[config.mk]
export PLATFORM = sky130hd
export DESIGN_NAME = downsample_frame_ctrl
export DESIGN_NICKNAME = d
export VERILOG_FILES = /design/src/rtl/downsample_frame_ctrl.sv
export SDC_FILE = /design/constraint.sdc
export NUM_CORES = 1
export LEC_CHECK = 0
export CAP_MARGIN = 0
export CORE_MARGIN = 2
export CORE_UTILIZATION = 45
export CTS_BUF_LIST = sky130_fd_sc_hd__clkbuf_8
export CTS_CLUSTER_SIZE = 40
export DETAILED_ROUTE_END_ITERATION = 6
export PLACE_DENSITY_LB_ADDON = 0.15
export SKIP_CTS_REPAIR_TIMING = 1
export SYNTH_ARGS = -nofsm -noshare
export SYNTH_HDL_FRONTEND = slang
export SYNTH_SLANG_ARGS = --single-unit
export TNS_END_PERCENT = 30
[constraint.sdc]
create_clock -name CLK -period 6.1 [get_ports CLK]
set_input_delay 0.61 -clock CLK [delete_from_list [all_inputs] [get_ports CLK]]
set_output_delay 0.61 -clock CLK [all_outputs]
set_load 0.005 [all_outputs]
[src/rtl/downsample_frame_ctrl.sv]
// -----------------------------------------------------------------------------
// downsample_frame_ctrl
//   Frame-level controller for the 2D stream decimator. A frame configuration
//   (width, height, horizontal/vertical log2 step) is captured when a start is
//   accepted. The controller then walks the x/y raster one source transfer at
//   a time. It forwards one pixel out of every (2^xshift x 2^yshift) block and
//   consumes the rest without waiting on the sink. It also marks the last kept
//   pixel and reports busy/done plus a wrapping count of completed frames.
//
// Ports
//   CLK             clock, rising edge
//   RESET           asynchronous active-high reset
//   start           start-of-frame request (IDLE only)
//   abort           terminate current frame (RUN only)
//   cfg_width       pixels per line, captured on accepted start
//   cfg_height      lines per frame, captured on accepted start
//   cfg_xshift      log2 horizontal decimation step, captured on accepted start
//   cfg_yshift      log2 vertical decimation step, captured on accepted start
//   data_in_valid   source pixel valid
//   data_in_data    source pixel
//   data_in_ready   controller accepts source pixel
//   data_out_valid  kept pixel valid to sink
//   data_out_data   kept pixel (pass-through of data_in_data)
//   data_out_last   last kept pixel of the frame
//   data_out_ready  sink ready
//   busy            high while in RUN or DONE
//   done            one-cycle pulse on normal frame completion
//   frame_count     completed frames, wraps
// -----------------------------------------------------------------------------
module downsample_frame_ctrl #(
    parameter int DATA_WIDTH  = 16,
    parameter int DIM_WIDTH   = 5,
    parameter int SHIFT_WIDTH = 2,
    parameter int FCNT_WIDTH  = 8
) (
    input  logic                   CLK,
    input  logic                   RESET,
    input  logic                   start,
    input  logic                   abort,
    input  logic [DIM_WIDTH-1:0]   cfg_width,
    input  logic [DIM_WIDTH-1:0]   cfg_height,
    input  logic [SHIFT_WIDTH-1:0] cfg_xshift,
    input  logic [SHIFT_WIDTH-1:0] cfg_yshift,
    input  logic                   data_in_valid,
    input  logic [DATA_WIDTH-1:0]  data_in_data,
    output logic                   data_in_ready,
    output logic                   data_out_valid,
    output logic [DATA_WIDTH-1:0]  data_out_data,
    output logic                   data_out_last,
    input  logic                   data_out_ready,
    output logic                   busy,
    output logic                   done,
    output logic [FCNT_WIDTH-1:0]  frame_count
);

    typedef enum logic [1:0] {
        ST_IDLE = 2'd0,
        ST_RUN  = 2'd1,
        ST_DONE = 2'd2
    } state_t;

    localparam logic [DIM_WIDTH-1:0]  DIM_ZERO  = {DIM_WIDTH{1'b0}};
    localparam logic [DIM_WIDTH-1:0]  DIM_ONE   = {{(DIM_WIDTH-1){1'b0}}, 1'b1};
    localparam logic [FCNT_WIDTH-1:0] FCNT_ONE  = {{(FCNT_WIDTH-1){1'b0}}, 1'b1};
    localparam logic [FCNT_WIDTH-1:0] FCNT_ZERO = {FCNT_WIDTH{1'b0}};

    // Mask of the low position bits that must be zero for a kept pixel.
    function automatic logic [DIM_WIDTH-1:0] step_mask(input logic [SHIFT_WIDTH-1:0] shift);
        step_mask = ~({DIM_WIDTH{1'b1}} << shift);
    endfunction

    state_t                 state_r;
    logic [DIM_WIDTH-1:0]   x_r;
    logic [DIM_WIDTH-1:0]   y_r;
    logic [DIM_WIDTH-1:0]   xend_r;      // width-1 of the latched frame
    logic [DIM_WIDTH-1:0]   yend_r;      // height-1 of the latched frame
    logic [DIM_WIDTH-1:0]   xmask_r;
    logic [DIM_WIDTH-1:0]   ymask_r;
    logic [DIM_WIDTH-1:0]   last_kx_r;   // x of the last kept column
    logic [DIM_WIDTH-1:0]   last_ky_r;   // y of the last kept row
    logic                   busy_r;
    logic                   done_r;
    logic [FCNT_WIDTH-1:0]  frame_count_r;

    logic run_s;
    logic keep_s;
    logic in_ready_s;
    logic out_valid_s;
    logic xfer_s;
    logic at_end_s;

    // Handshake decode; abort blocks any transfer in the cycle it is seen.
    always_comb begin
        run_s       = (state_r == ST_RUN);
        keep_s      = run_s
                    & ((x_r & xmask_r) == DIM_ZERO)
                    & ((y_r & ymask_r) == DIM_ZERO);
        in_ready_s  = run_s & ~abort & (data_out_ready | ~keep_s);
        out_valid_s = run_s & ~abort & keep_s & data_in_valid;
        xfer_s      = data_in_valid & in_ready_s;
        at_end_s    = (x_r == xend_r) & (y_r == yend_r);
    end

    // Output drive; handshake outputs are combinational so no latency is added.
    always_comb begin
        data_in_ready  = in_ready_s;
        data_out_valid = out_valid_s;
        data_out_data  = data_in_data;
        data_out_last  = out_valid_s & (x_r == last_kx_r) & (y_r == last_ky_r);
        busy           = busy_r;
        done           = done_r;
        frame_count    = frame_count_r;
    end

    // Frame FSM, raster position, captured configuration and status registers.
    always_ff @(posedge CLK or posedge RESET) begin
        if (RESET) begin
            state_r       <= ST_IDLE;
            x_r           <= DIM_ZERO;
            y_r           <= DIM_ZERO;
            xend_r        <= DIM_ZERO;
            yend_r        <= DIM_ZERO;
            xmask_r       <= DIM_ZERO;
            ymask_r       <= DIM_ZERO;
            last_kx_r     <= DIM_ZERO;
            last_ky_r     <= DIM_ZERO;
            busy_r        <= 1'b0;
            done_r        <= 1'b0;
            frame_count_r <= FCNT_ZERO;
        end else begin
            case (state_r)
                ST_IDLE: begin
                    done_r <= 1'b0;
                    if (start) begin
                        x_r       <= DIM_ZERO;
                        y_r       <= DIM_ZERO;
                        xend_r    <= cfg_width - DIM_ONE;
                        yend_r    <= cfg_height - DIM_ONE;
                        xmask_r   <= step_mask(cfg_xshift);
                        ymask_r   <= step_mask(cfg_yshift);
                        last_kx_r <= (cfg_width - DIM_ONE) & ~step_mask(cfg_xshift);
                        last_ky_r <= (cfg_height - DIM_ONE) & ~step_mask(cfg_yshift);
                        busy_r    <= 1'b1;
                        // An empty raster completes at once without transfers.
                        if ((cfg_width == DIM_ZERO) || (cfg_height == DIM_ZERO)) begin
                            state_r       <= ST_DONE;
                            done_r        <= 1'b1;
                            frame_count_r <= frame_count_r + FCNT_ONE;
                        end else begin
                            state_r <= ST_RUN;
                        end
                    end else begin
                        busy_r <= 1'b0;
                    end
                end
                ST_RUN: begin
                    if (abort) begin
                        state_r <= ST_IDLE;
                        x_r     <= DIM_ZERO;
                        y_r     <= DIM_ZERO;
                        busy_r  <= 1'b0;
                    end else if (xfer_s) begin
                        if (at_end_s) begin
                            state_r       <= ST_DONE;
                            x_r           <= DIM_ZERO;
                            y_r           <= DIM_ZERO;
                            done_r        <= 1'b1;
                            frame_count_r <= frame_count_r + FCNT_ONE;
                        end else if (x_r == xend_r) begin
                            x_r <= DIM_ZERO;
                            y_r <= y_r + DIM_ONE;
                        end else begin
                            x_r <= x_r + DIM_ONE;
                        end
                    end else begin
                        x_r <= x_r;
                    end
                end
                ST_DONE: begin
                    state_r <= ST_IDLE;
                    done_r  <= 1'b0;
                    busy_r  <= 1'b0;
                end
                default: begin
                    state_r <= ST_IDLE;
                    x_r     <= DIM_ZERO;
                    y_r     <= DIM_ZERO;
                    done_r  <= 1'b0;
                    busy_r  <= 1'b0;
                end
            endcase
        end
    end

endmodule

======== Word-level counts from Yosys, hierarchy flattened ========
Cells that the tools add are included.
word-level totals
  register bits ........................... 52
  input port bits ......................... 36
  output and inout bits ................... 29
  word-level logic and storage cells ...... 101
cells by class
  add/subtract/negate cells ............... 5
  eq/ne operators ......................... 15
  shift operators ......................... 2
  muxes and demuxes ....................... 32
  bitwise gates (word level) .............. 22
  reduce and logical (&&, ||, !) cells .... 13
operator list
  cell                   count
  $mux W5                9
  $mux W8                5
  $pmux W5 S3            2
  $and A5 B5 Y5          4
  $eq A5 B5 Y1           4
  $logic_not A5 Y1       4
  $not A5 Y5             4
  $pmux W8 S2            1
  $add A5 B1 Y5 const B  2
  $and A1 B1 Y1          10
  $mux W2                5
  $shl A5 B2 Y5 const A  2
  $sub A5 B1 Y5 const B  2
  $reduce_and A3 Y1      3
  $add A8 B1 Y8 const B  1
  $ne A2 B2 Y1 const B   4
  $mux W1                7
  $ne A3 B2 Y1 const B   2
  $reduce_and A6 Y1      1
  $ne A2 B1 Y1 const B   2
  $ne A4 B2 Y1 const B   1
  $pmux W1 S2            2
  $pmux W2 S2            1
  $reduce_and A4 Y1      1
  other kinds (8)        10

======== Logic depth before layout (Yosys ltp) ========
Gate-level depths: netlist of run 1.
  depth in word-level cells ............... 11
  gate-level depth with buffers ........... 8
  depth with buffers taken out ............ 8

======== Worst setup path after synthesis of run 1 ========
No wires, ideal clock.
  kind .................................... input -> register
  from .................................... input port cfg_height[0]
  to ...................................... register frame_count_r[1] (netlist: frame_count[1])
  library setup time ...................... 128 ps
  arrival ................................. 1962 ps
  required time ........................... 5972 ps
  path slack .............................. 4011 ps
  cell stages on the path ................. 8
  buffers on the path ..................... 0
  cells stage by stage .................... inv_1 > ha_1 > nor4b_1 > o21ai_0 > nor2_1 > a31oi_4 > nor2_2 > mux2_1
on the way
  cells in the longest elaborated chain, start to end .. 4
RTL lines
  element                             line  RTL
  start, declared                     41    input logic [DIM_WIDTH-1:0] cfg_height,
  $logic_not A5 Y1                    145   if ((cfg_width == DIM_ZERO) || (cfg_height == DIM_ZERO)) begin
  $logic_or A1 B1 Y1                  145
  $ne A2 B2 Y1 (no source line)       -
  $reduce_and A6 Y1 (no source line)  -
  end signal, assigned                148   frame_count_r <= frame_count_r + FCNT_ONE;
  end signal, assigned                168   frame_count_r <= frame_count_r + FCNT_ONE;
  end, declared                       83    logic [FCNT_WIDTH-1:0] frame_count_r;
No other way between the ends.
A chain may end at the register's enable or synchronous reset.

======== Worst setup path after layout of run 1 ========
  from .................................... input port abort
  to ...................................... output port data_out_last
on the way
  cells in the longest elaborated chain, start to end .. 6
RTL lines
  element                     line  RTL
  start, declared             39    input logic abort,
  $not A1 Y1                  99    out_valid_s = run_s & ~abort & keep_s & data_in_valid;
  $and A1 B1 Y1 (3 in a row)  99
  $and A1 B1 Y1 (2 in a row)  109   data_out_last = out_valid_s & (x_r == last_kx_r) & (y_r == last_ky_r);
  end, declared               49    output logic data_out_last,
No other way between the ends.

==> metrics.log, run 1 <==
INFO  metric synth-seq-cells = 44
INFO  metric pwr_density_cell = 280 nW/µm²
INFO  metric flow.area_growth_from_synthesis = 13.8%
INFO  metric number_of_antenna_violations_at_the_first_check_in_global_routing = 0
INFO  metric yosysWarningCount = 0
INFO  metric finalCritPeriodShare = 0.514
INFO  metric synth_ff_type = dfrtp_1
INFO  metric via_count = 1707
INFO  metric portBuffers = 32
INFO  metric timing_max_transition_violations_final = 0
INFO  metric number_of_synthesized_flops_with_an_enable_pin = 0
INFO  metric ant_nets = 0
INFO  metric syn_nets = 290
INFO  metric seq_area = 1100 µm²
INFO  metric ys_seq_area_frac = 0.450
INFO  metric placed_cells = 327
INFO  metric postRouteWirelength = 4590 µm
INFO  metric hold-worst-slack = 0.473 ns
INFO  metric post_layout_inst_area = 2780 µm²
INFO  metric ys_async_sr_fraction = 1.00
INFO  metric slack_of_the_critical_path = 2.96 ns
INFO  metric ctsLongestPathBuffers = 2
INFO  metric critical_path.endpoint = data_out_last
INFO  metric static_power_due_to_leakage = 1.21 nW
INFO  metric outcome = finished, final reports clean
INFO  metric finalNonFillerCells = 332
INFO  metric hold_class = flop to flop
INFO  metric drt-pass1-iter-count = 4
INFO  metric num_rows = 26
INFO  metric max-slew-margin-rel = 0.603
INFO  metric critPathCaptureType = output pin
INFO  metric netlist_instances = 247
INFO  metric hpwl = 3510 µm
INFO  metric die_height = 77.7 µm
INFO  metric timing.fmax = 0.319 GHz
INFO  metric most-common-layout-cells = dfrtp_1 (44), nand2_1 (32), clkdlybuf4s50_1 (32)
INFO  metric fillCellCount = 479
INFO  metric critical_path_class = input port to output pin
INFO  metric fin_setup_tns = 0 ns
INFO  metric placed_area = 2720 µm²
INFO  metric drive_above_1_share = 0.0802
INFO  metric worstPathArrival = 2.53 ns
INFO  metric worst_r2r_path_depth = 6
INFO  metric cts.clk_slew.worst_paths = 0.07 ns
INFO  metric post_syn_area = 2450 µm²
INFO  metric report.final.hold_viol_count = 0
INFO  metric ys_top_cells_by_area = dfrtp_1 (45%), xnor2_1 (6.1%), xor2_1 (5.4%)
INFO  metric worst_skew_pair.late_latency = 0.29 ns
INFO  metric drt-wirelength-per-cell = 13.8 µm
INFO  metric timing.rr.end = frame_count[1]
INFO  metric yosysTopAreaCell = dfrtp_1
INFO  metric clock_tree.root_cell = clkbuf_8
INFO  metric detail_route.iter0.violations = 75
INFO  metric multi_input_comb_area = 1170 µm²
INFO  metric critical_path_peak_fanout = 7
INFO  metric place_worst_setup_slack = 2.97 ns
INFO  metric antenna_cells_inserted = 0
INFO  metric synthDistinctLibCells = 38
INFO  metric overall_power_consumption = 0.780 mW
INFO  metric clock-sinks = 44
INFO  metric setup_repair_after_global_routing_missed_its_margin = no
INFO  metric largest_net_degree_at_the_start_of_global_routing = 45
INFO  metric io_pins = 65
INFO  metric final_nets = 307
INFO  metric setup.worst_path.start_class = input port
INFO  metric ir_drop = 0.181 mV
INFO  metric tightest_slew = 0.592 ns
INFO  metric yosysTopAreaCellShare = 0.450
INFO  metric core_area = 5170 µm²
INFO  metric via_density = 5.14
INFO  metric initial_core_util = 0.473
INFO  metric drc = 0
INFO  metric worst_clock_skew = 0.0106 ns
INFO  metric finalSetupViolCount = 0
INFO  metric r2r_slack = 3.82 ns
INFO  metric global_route_wire_length_before_repair = 7870 µm
INFO  metric mostFrequentLayoutCell = dfrtp_1
INFO  metric track_usage = 0.166
INFO  metric final_core_utilization = 0.538
INFO  metric die_w = 77.7 µm
INFO  metric grt_pass1_vias = 1671
INFO  metric cts_made_buffers = 5
INFO  metric avgSynthCellArea = 9.90 µm²
INFO  metric htree_num_levels = 2
INFO  metric gp_congestion = 0.781
INFO  metric tritoncts = done
INFO  metric max_cap_violations = 0
INFO  metric critPathLaunch = abort
INFO  metric die_area = 6040 µm²
INFO  metric grt.overflow.total = 0
INFO  metric required = 5.49 ns
INFO  metric timing.final.crit_period = 3.14 ns
INFO  metric timing.rr.start = x_r[3]
per-layer routing:
layer	global-route usage	vias to the layer above	share of wire	routed length (µm)
li1	-	864	-	-
met1	0.229	810	0.47	2170
met2	0.254	28	0.47	2180
met3	0.0453	5	0.040	184
met4	0.0554	0	0.013	61
met5	0	-	0	0
worst max-delay path: stages:
cell and delay (ns):
clkdlybuf4s50_1 0.47, nor3_4 0.33, nand2_1 0.10, nor4_1 0.25, and4_1 0.26, clkdlybuf4s50_1 0.51
how the worst min path moves through the flow:
stage          cells after the start        endpoint      startpoint
2_1_floorplan                      2      xmask_r[0]      xmask_r[0]
3_3_place_gp                       1  frame_count[7]  frame_count[7]
3_5_place_dp                       2      ymask_r[0]      ymask_r[0]
4_1_cts                            1  frame_count[7]  frame_count[7]
5_1_grt                            2      ymask_r[0]      ymask_r[0]
6_report                           1  frame_count[7]  frame_count[7]
flip-flops by register name, indices dropped and copies added, names as in the netlist, 5 cells and up:
register	count
x_r	5
y_r	5
xend_r	5
yend_r	5
frame_count	8
final cells by class:
cell class / instances / share of cell area
repair buffers: 34 / 0.120
well taps: 70 / 0.0315
clock buffers: 5 / 0.0247
multi-input cells: 173 / 0.420
inverters: 6 / 0.00809
flip-flops and latches: 44 / 0.396
synthesized netlist by cell type (2+ instances only):
library cell	instances
and3_1	2
dfrtp_1	44
a21oi_1	5
nor3_1	9
clkbuf_1	7
nand3_1	10
o21ai_0	19
ha_1	7
nor4_4	2
xnor2_1	17
mux2_2	4
a21o_1	2
nand2_1	32
a22o_1	7
o31ai_1	3
o41ai_1	2
nand2b_1	2
xor2_1	15
inv_1	6
buf_4	17
nor4b_1	2
nor2_1	17
power breakdown:
group          internal, mW  switching, mW  leakage (nW)  total (mW)
combinational         0.115          0.109         0.607       0.224
clock                0.0738         0.0846        0.0359       0.158
sequential            0.346         0.0524         0.570       0.398
total                 0.534          0.246          1.21       0.780
kinds of logic (layout without fill, tap and decap cells):
kind of cell             count (synthesis)  in the layout  share of synthesized area
AND/OR/NAND/NOR                         87             87                      0.187
flip-flops                              44             44                      0.450
AO/OA/AOI/OAI                           42             42                      0.117
XOR/XNOR                                32             32                      0.115
buffers and inverters                   30             45                     0.0721
adder cells (fa/ha/maj)                  7              7                     0.0358
multiplexers                             5              5                     0.0230
Power figures use the tool's default switching activity.
==> inputs of run 2 (changes only) <==
==> constraint.sdc (replaced) <==
create_clock -name CLK -period 2.5 [get_ports CLK]
set_input_delay 0.25 -clock CLK [delete_from_list [all_inputs] [get_ports CLK]]
set_output_delay 0.25 -clock CLK [all_outputs]
set_load 0.005 [all_outputs]
==> run 2 against run 1 <==
  * Clock-buffer cell count grew 1
  * Clock power grew to 2.9 times the previous value
  * Sequential power is 140% higher
  * First-iteration DRC count is 48% higher
  * Die area stayed put
  * Clock skew is 0.0038 ns lower
  * Cell count rose by 5.4%
  * Combinational power rose to 2.6 times the previous value
  * Largest cell class unchanged
==> metrics.log, run 2 (synthesized netlist as in run 1, its figures left out) <==
INFO  metric ctsLongestPathBuffers = 2 (unchanged)
INFO  metric drt-wirelength-per-cell = 13.6 µm (-1.4%)
INFO  metric static_power_due_to_leakage = 1.32 nW (+8.9%)
INFO  metric worstPathArrival = 2.53 ns (about the same)
INFO  metric cts_made_buffers = 5 (unchanged)
INFO  metric worst_clock_skew = 0.00674 ns (-0.00384 ns)
INFO  metric outcome = finished, final reports clean
INFO  metric critPathCaptureType = flop
INFO  metric cts.clk_slew.worst_paths = 0.08 ns (about the same)
INFO  metric core_area = 5170 µm² (unchanged)
INFO  metric timing.final.crit_period = 2.36 ns
INFO  metric antenna_cells_inserted = 0 (unchanged)
INFO  metric via_count = 1761 (+3.2%)
INFO  metric timing.fmax = 0.424 GHz
INFO  metric number_of_antenna_violations_at_the_first_check_in_global_routing = 0 (unchanged)
INFO  metric io_pins = 65 (unchanged)
INFO  metric mostFrequentLayoutCell = dfrtp_1
INFO  metric portBuffers = 32 (unchanged)
INFO  metric setup.worst_path.start_class = flop
INFO  metric placed_cells = 338 (+3.4%)
INFO  metric finalCritPeriodShare = 0.944
INFO  metric global_route_wire_length_before_repair = 8060 µm (+2.5%)
INFO  metric track_usage = 0.169 (+0.00307)
INFO  metric clock_tree.root_cell = clkbuf_8
INFO  metric detail_route.iter0.violations = 111 (+48%)
INFO  metric largest_net_degree_at_the_start_of_global_routing = 45 (unchanged)
INFO  metric gp_congestion = 0.782 (+0.10%)
INFO  metric pwr_density_cell = 685 nW/µm² (+140%)
INFO  metric required = 2.67 ns (-2.82 ns)
INFO  metric tightest_slew = 0.556 ns (-0.0362 ns)
INFO  metric clock-sinks = 44 (unchanged)
INFO  metric timing_max_transition_violations_final = 0 (unchanged)
INFO  metric drive_above_1_share = 0.143 (+0.0627)
INFO  metric fin_setup_tns = 0 ns (unchanged)
INFO  metric report.final.hold_viol_count = 0 (unchanged)
INFO  metric tritoncts = done
INFO  metric num_rows = 26 (unchanged)
INFO  metric ant_nets = 0 (unchanged)
INFO  metric max_cap_violations = 0 (unchanged)
INFO  metric critical_path_peak_fanout = 6 (-1)
INFO  metric die_height = 77.7 µm (unchanged)
INFO  metric fillCellCount = 480 (+0.21%)
INFO  metric die_w = 77.7 µm (unchanged)
INFO  metric most-common-layout-cells = dfrtp_1 (43), nand2_1 (32), clkdlybuf4s50_1 (31)
INFO  metric flow.area_growth_from_synthesis = 19.5%
INFO  metric largest_register_ffs = 8 (unchanged)
INFO  metric setup_repair_after_global_routing_missed_its_margin = no
INFO  metric finalSetupViolCount = 0 (unchanged)
INFO  metric worst_skew_pair.late_latency = 0.29 ns (about the same)
INFO  metric initial_core_util = 0.473 (unchanged)
INFO  metric grt_pass1_vias = 1719 (+2.9%)
INFO  metric postRouteWirelength = 4770 µm (+3.9%)
INFO  metric drc = 0 (unchanged)
INFO  metric htree_num_levels = 2 (unchanged)
INFO  metric critical_path_class = flop to flop
INFO  metric ir_drop = 0.438 mV (+140%)
INFO  metric die_area = 6040 µm² (unchanged)
INFO  metric grt.overflow.total = 0 (unchanged)
INFO  metric finalNonFillerCells = 350 (+5.4%)
INFO  metric hpwl = 3640 µm (+3.7%)
INFO  metric max-slew-margin-rel = 0.629 (+0.0265)
INFO  metric hold_class = input port to async pin
INFO  metric final_nets = 322 (+4.9%)
INFO  metric drt-pass1-iter-count = 4 (unchanged)
INFO  metric via_density = 5.03 (-2.1%)
run 2: cell count changes in the layout (fill, tap and decap cells not counted):
| cell | previous run | this run |
|---|---|---|
| buf_4 | 2 | 17 |
| clkbuf_8 | 5 | 6 |
| clkdlybuf4s50_1 | 32 | 31 |
| clkinv_2 | 0 | 2 |
| dfrtp_1 | 44 | 43 |
| dfrtp_2 | 0 | 1 |
| dlymetal6s2s_1 | 0 | 1 |
run 2: metrics by stage:
| step | instance area, µm² | power [mW] | setup WS (ns) | hold WS (ns) | utilization |
|---|---|---|---|---|---|
| after global placement | 2800 | 1.56 | 0.136 | 0.455 | 0.541 |
| after CTS | 2890 | 2.02 | -0.105 | 0.422 | 0.559 |
| final | 2920 | 2.00 | 0.140 | 0.391 | 0.565 |
| after detailed placement | 2800 | 1.57 | 0.0871 | 0.461 | 0.541 |
| after floorplan | 2450 | 1.35 | 0.413 | 0.347 | - |
| after global routing | 2920 | 2.14 | 0.0477 | 0.473 | 0.565 |
run 2: report_power, final:
group          switching (mW)  internal [mW]
clock                   0.233          0.221
sequential              0.119          0.843
combinational           0.284          0.303
total                   0.636           1.37
run 2: area by class of cell:
type | instances | area, µm² | area share
tap | 70 | 87.6 | 0.0300
clock inverter | 2 | 10.0 | 0.00342
timing repair buffer | 49 | 450 | 0.154
clock buffer | 6 | 82.6 | 0.0282
sequential | 44 | 1100 | 0.377
inverter | 6 | 22.5 | 0.00770
multi-input combinational | 173 | 1170 | 0.400
run 2: worst max-delay path: stages (launching register included):
cell	delay, ns
dfrtp_1	0.43
xor2_1	0.17
or4_4	0.55
buf_4	0.16
nor4_4	0.25
a31oi_4	0.17
nor2_2	0.16
mux2_1	0.34
run 2: worst paths after layout:
path / start / endpoint / slack [ns] / depth (start not counted)
worst max-delay path: y_r[3] / frame_count[1] / 0.14 / 7
worst min-delay path: RESET / yend_r[0] / 0.39 / 3
worst max register to register: y_r[3] / frame_count[1] / 0.14 / 7
worst min register to register: frame_count[7] / frame_count[7] / 0.47 / 1
max in group asynchronous: RESET / x_r[3] / 1.69 / 3
min in group CLK: frame_count[7] / frame_count[7] / 0.47 / 1
run 2: per-layer routing:
metal / routed length [µm] / vias up / global-route usage / part of all wire
met3: 172 / 2 / 0.0384 / 0.036
li1: - / 897 / - / -
met4: 22 / 0 / 0.0446 / 0.0046
met2: 2290 / 30 / 0.270 / 0.48
met1: 2290 / 832 / 0.233 / 0.48
met5: 0 / - / 0 / 0
